[config.mk]
export PLATFORM = sky130hd
export DESIGN_NAME = home_automation_scan_controller
export DESIGN_NICKNAME = d
export VERILOG_FILES = /design/src/rtl/home_automation_scan_controller.sv
export SDC_FILE = /design/constraint.sdc
export NUM_CORES = 1
export LEC_CHECK = 0
export CAP_MARGIN = 20
export CORE_ASPECT_RATIO = 1.1
export CORE_MARGIN = 8
export CORE_UTILIZATION = 45
export CTS_CLUSTER_DIAMETER = 150
export DETAILED_ROUTE_END_ITERATION = 16
export PLACE_DENSITY = 0.71
export SLEW_MARGIN = 20
export SYNTH_ARGS = -nofsm -noshare
export SYNTH_HDL_FRONTEND = slang
export SYNTH_SLANG_ARGS = --single-unit
[constraint.sdc]
create_clock -name clk -period 2.9 [get_ports clk]
set_clock_uncertainty 0.05 [all_clocks]
set_input_delay 0.29 -clock clk [delete_from_list [all_inputs] [get_ports clk]]
set_output_delay 0.29 -clock clk [all_outputs]
set_load 0.02 [all_outputs]
[src/rtl/home_automation_scan_controller.sv]
// Round-robin scan controller for home automation actuators.
// Arbitrates the digital sensor requests and the heat/cool requests derived
// from temperature, holds each grant for a minimum dwell time, and lets a
// sticky alarm channel preempt whatever is being served.
//
// Handshake: none. Every input is sampled on the rising clock edge, and every
// output is registered and changes only on that edge or on reset.
module home_automation_scan_controller #(
    parameter int N_SENSORS = 5,
    parameter int TEMP_W    = 6,
    parameter int T_LOW     = 15,
    parameter int T_HIGH    = 30,
    parameter int HYST      = 2,
    parameter int DWELL     = 4,
    parameter int ALARM_CH  = 2,
    localparam int IDX_W    = $clog2(N_SENSORS + 2)
) (
    input  logic                   clk,
    input  logic                   reset,
    input  logic [N_SENSORS-1:0]   sensor,
    input  logic [TEMP_W-1:0]      temperature,
    input  logic                   alarm_ack,
    output logic [N_SENSORS+1:0]   actuator,
    output logic [IDX_W-1:0]       display,
    output logic                   active,
    output logic                   alarm_latched
);

    localparam int NCH   = N_SENSORS + 2;
    localparam int CNT_W = (DWELL > 1) ? $clog2(DWELL) : 1;

    localparam logic [TEMP_W-1:0] HEAT_ON  = TEMP_W'(T_LOW);
    localparam logic [TEMP_W-1:0] HEAT_OFF = TEMP_W'(T_LOW + HYST);
    localparam logic [TEMP_W-1:0] COOL_ON  = TEMP_W'(T_HIGH);
    localparam logic [TEMP_W-1:0] COOL_OFF = TEMP_W'(T_HIGH - HYST);
    localparam logic [IDX_W-1:0]  LAST_IDX  = IDX_W'(NCH - 1);
    localparam logic [IDX_W-1:0]  ALARM_IDX = IDX_W'(ALARM_CH);
    localparam logic [CNT_W-1:0]  DWELL_LOAD = CNT_W'(DWELL - 1);
    localparam logic [NCH-1:0]    ONE_HOT0  = NCH'(1);

    // Overlapping hysteresis bands would let heat and cool fight each other.
    if (T_LOW + HYST > T_HIGH - HYST) begin : g_bad_thresholds
        $error("home_automation_scan_controller: T_LOW+HYST must not exceed T_HIGH-HYST");
    end

    typedef enum logic {SCAN, SERVE} state_t;

    state_t              state_q, state_d;
    logic                heat_req_q, heat_req_d;
    logic                cool_req_q, cool_req_d;
    logic                alarm_q, alarm_d;
    logic [IDX_W-1:0]    ptr_q, ptr_d;
    logic [IDX_W-1:0]    grant_q, grant_d;
    logic [CNT_W-1:0]    dwell_q, dwell_d;
    logic [NCH-1:0]      actuator_q, actuator_d;
    logic [IDX_W-1:0]    display_q, display_d;
    logic                active_q, active_d;
    logic [NCH-1:0]      req;
    logic                others_pending;
    logic                preempt;
    logic                release_ok;

    function automatic logic [IDX_W-1:0] next_idx(input logic [IDX_W-1:0] idx);
        return (idx == LAST_IDX) ? '0 : idx + IDX_W'(1);
    endfunction

    // Heat/cool requests with hysteresis, and the sticky alarm latch (set wins).
    always_comb begin
        heat_req_d = heat_req_q;
        cool_req_d = cool_req_q;
        alarm_d    = alarm_q;
        if (temperature < HEAT_ON) begin
            heat_req_d = 1'b1;
        end else if (temperature >= HEAT_OFF) begin
            heat_req_d = 1'b0;
        end
        if (temperature > COOL_ON) begin
            cool_req_d = 1'b1;
        end else if (temperature <= COOL_OFF) begin
            cool_req_d = 1'b0;
        end
        if (sensor[ALARM_CH]) begin
            alarm_d = 1'b1;
        end else if (alarm_ack) begin
            alarm_d = 1'b0;
        end
    end

    // Request vector: the latched alarm stands in for the raw alarm sensor.
    always_comb begin
        req            = {cool_req_q, heat_req_q, sensor};
        req[ALARM_CH]  = alarm_q;
        others_pending = |(req & ~(ONE_HOT0 << grant_q));
        preempt        = alarm_q && !((state_q == SERVE) && (grant_q == ALARM_IDX));
        // The alarm grant waits for the acknowledge; other grants yield to
        // competing requests once their dwell is over.
        if (grant_q == ALARM_IDX) begin
            release_ok = (dwell_q == '0) && !alarm_q;
        end else begin
            release_ok = (dwell_q == '0) && (!req[grant_q] || others_pending);
        end
    end

    // Scan/serve arbitration with alarm preemption.
    always_comb begin
        state_d    = state_q;
        ptr_d      = ptr_q;
        grant_d    = grant_q;
        dwell_d    = dwell_q;
        actuator_d = actuator_q;
        display_d  = display_q;
        active_d   = active_q;
        if (preempt) begin
            state_d    = SERVE;
            grant_d    = ALARM_IDX;
            dwell_d    = DWELL_LOAD;
            actuator_d = ONE_HOT0 << ALARM_IDX;
            display_d  = ALARM_IDX;
            active_d   = 1'b1;
        end else if (state_q == SCAN) begin
            if (req[ptr_q]) begin
                state_d    = SERVE;
                grant_d    = ptr_q;
                dwell_d    = DWELL_LOAD;
                actuator_d = ONE_HOT0 << ptr_q;
                display_d  = ptr_q;
                active_d   = 1'b1;
            end else begin
                ptr_d = next_idx(ptr_q);
            end
        end else begin
            if (dwell_q != '0) begin
                dwell_d = dwell_q - CNT_W'(1);
            end else if (release_ok) begin
                state_d    = SCAN;
                ptr_d      = next_idx(grant_q);
                actuator_d = '0;
                active_d   = 1'b0;
            end
        end
    end

    // State and output registers; reset drops the actuators at once.
    always_ff @(posedge clk or posedge reset) begin
        if (reset) begin
            state_q    <= SCAN;
            heat_req_q <= 1'b0;
            cool_req_q <= 1'b0;
            alarm_q    <= 1'b0;
            ptr_q      <= '0;
            grant_q    <= '0;
            dwell_q    <= '0;
            actuator_q <= '0;
            display_q  <= '0;
            active_q   <= 1'b0;
        end else begin
            state_q    <= state_d;
            heat_req_q <= heat_req_d;
            cool_req_q <= cool_req_d;
            alarm_q    <= alarm_d;
            ptr_q      <= ptr_d;
            grant_q    <= grant_d;
            dwell_q    <= dwell_d;
            actuator_q <= actuator_d;
            display_q  <= display_d;
            active_q   <= active_d;
        end
    end

    assign actuator      = actuator_q;
    assign display       = display_q;
    assign active        = active_q;
    assign alarm_latched = alarm_q;

endmodule

==> out/summary.md <==
• vertical extent of the die: 72.5 microns
• number of global-route vias before repair: 1,233
• critical setup path kind: reg2reg
• remaining antenna violation count: 0
• number of resized instances in the post-cts repair step: 0
• timing endpoint of the critical path: ptr_q[0]$_DFFE_PP0P_
• final hold vios: 0
• hold-fix buffers at CTS: 0
• number of enable-type register cells in the synthesized netlist: 0
• number of max-capacitance violations reported: 0
• reg-to-reg slack, setup: 590 ps
• Area contributors post-synth: dfrtp_1, a21oi_1, mux2i_1
• final setup vio count: 0
• Worst IR Drop VDD: 0.442 mV
• period utilisation layout: 79.7%
• non-filler cells, final: 189
• dpl cells: 186
• final net count: 175
• number of antenna violations at the first check in global routing: 0
• run status: finished, final reports clean
• Pwr Density: 686 nW/um^2
• layout overhead on the synthesized area: 22.6%
• Startpoint Class: flip-flop
• drt pass-1 iters: 4
• Pins Over Slew Limit: 0
• total clock buffers created by CTS: 3
• maximum number of pins on one net before global-route repair: 21
• die span in x: 67.3 microns
• total negative setup slack: 0 ps
• required time of the critical path: 3080 ps
• proportion of synthesized chip area in sequential cells: 38.4%
• end of the worst register-to-register path: ptr_q[0]$_DFFE_PP0P_
• Post-CTS Repair Setup Buffers: 0
• total I/O pin count: 26
• leakage power: 0.703 nW
• final RePlAce weighted congestion: 0.981
• most frequent cell after synthesis: dfrtp_1
• leftover overflow at the end of global routing: 0
• cell count after synthesis: 133
• class of the tightest hold or removal check: in2async
• #FFs+latches synth: 20
• clock insertion delay at the later pin of the skew report: 300 ps
• top flip-flop cell by instance count after synthesis: dfrtp_1
• All-Layer GR Usage: 14.7%
• Synthesized Nets: 150
• maximum achievable frequency: 433 MHz
• Num Clock Sinks: 20
• netlist area before placement: 1300 sq um
• share of the synthesized area in the top cell type: 38.4%
• port bufs: 25
• average cell area after synthesis: 9.80 sq um
• pin slew with the least headroom to its limit: 794 ps
• DRC errors left: 0
• crit end category: flip-flop
• CTS H-tree depth: 1
• placeable core region: 2750 sq um
• Routed wire per std cell: 17.1 microns
• wire length of the first global-routing pass: 5580 microns
• total die area: 4880 sq um
• r2r startpoint: display[0]$_DFFE_PP0P_
• yosys synthesis warning count: 0
• largest area contributor in the synthesized netlist: dfrtp_1
• clock tree from TritonCTS: built
• post-DP HPWL: 2510 microns
• worst-case headroom to the max-slew limit: 47.0%
• fraction of registers with async set/reset: 100%
• Vias: 1,135
• DR iter-0 viols: 71
• cell at the root of the clock tree: clkbuf_4
• Worst R2R Path Depth: 8
• most used standard cells in the synthesized netlist: dfrtp_1, inv_1, nor2_1, a21oi_1, nand2_1
• fraction of final layout cells with drive strength greater than 1: 11.5%
• Data arrival, critical path: 2490 ps
• final routed wirelength across all metal layers: 3240 microns
• number of placement rows: 20
• Via density: 6.01
• CTS max path bufs: 2
• worst-path fanout max: 12
• Unique masters post-synth: 47
• RSZ-0062 raised after global routing: false
• Inserted Diodes: 0
• Clk pin slew, worst setup/hold paths: 110 ps
• starting density of the core: 47.4%
• critical path startpoint: display[0]$_DFFE_PP0P_
• Period minus WS final: 2310 ps
## where the power goes
part | total, mW | leakage [nW] | internal [mW] | switching, mW
combinational | 0.540 | 0.445 | 0.235 | 0.305
clock | 0.130 | 0.0138 | 0.0483 | 0.0814
sequential | 0.425 | 0.245 | 0.344 | 0.0817
total | 1.10 | 0.703 | 0.627 | 0.468
## stage by stage
step	total power [mW]	cell area, sq um	setup slack (ps)	hold WS (ps)	utilization (%)
after floorplan	0.805	1300	742	204	-
after global placement	0.955	1580	596	419	57.2
after detailed placement	0.968	1580	510	422	57.2
after CTS	1.10	1600	592	403	58.0
after global routing	1.18	1600	393	451	58.0
final	1.10	1600	589	373	58.0
## cell usage in the layout, fill, tap and decap left out, drive strengths merged, types with 4 or more instances in the layout
cell type,synthesis,routed
a21oi,11,11
a221oi,4,4
clkdlybuf4s50,0,25
dfrtp,20,20
inv,12,12
mux2,4,4
mux2i,5,5
nand2,7,7
nand3,4,4
nor2,11,11
nor3,5,5
## sequential cells by signal, indices dropped and copies added, names as in the netlist
name and flops:
alarm_latched 1, ptr_q 3, heat_req_q 1, dwell_q 2
actuator 7, display 3, active 1, state_q 1
cool_req_q 1
## worst max-delay path: stages, from the launching register on
cell	delay (ps)
dfrtp_1	610
and2_1	210
ha_1	140
inv_1	40
a221oi_1	320
nand4_2	250
a211oi_4	400
a221oi_1	90
a21oi_1	140
## kinds of logic after synthesis
logic type / after synthesis / synth area share (%)
buffers and inverters: 20 / 6.72
and+or+nand+nor: 35 / 13.7
adders and majority gates: 4 / 3.65
muxes: 9 / 7.58
AOI/OAI and AO/OA: 45 / 29.9
DFF: 20 / 38.4
## worst min path at each step
stage                             from                 endpoint  cells past startpoint
3_3_place_gp    dwell_q[1]$_DFFE_PP0P_   dwell_q[1]$_DFFE_PP0P_                      1
5_1_grt                          reset  actuator[0]$_DFFE_PP0P_                      2
4_1_cts                          reset  actuator[0]$_DFFE_PP0P_                      2
2_1_floorplan                    reset       active$_DFFE_PP0P_                      1
6_report                         reset  actuator[1]$_DFFE_PP0P_                      2
3_5_place_dp   actuator[6]$_DFFE_PP0P_  actuator[6]$_DFFE_PP0P_                      2
## area by class of cell
cell class	instances	area (sq um)
Clock buffer	3	22.5
Tap cell	33	41.3
Multi-Input combinational cell	93	716
Fill cell	246	1150
Timing Repair Buffer	28	273
Sequential cell	20	500
Inverter	12	45.0
## layer usage
| layer | track usage [%] | part of all wire, % | vias up |
|---|---|---|---|
| met5 | 0 | 0 | - |
| met4 | 6.74 | 1.6 | 0 |
| met3 | 2.77 | 5.5 | 6 |
| met2 | 24.3 | 51 | 28 |
| met1 | 17.7 | 42 | 555 |
| li1 | - | - | 546 |
Note: power is estimated with default switching activity, not from simulation.
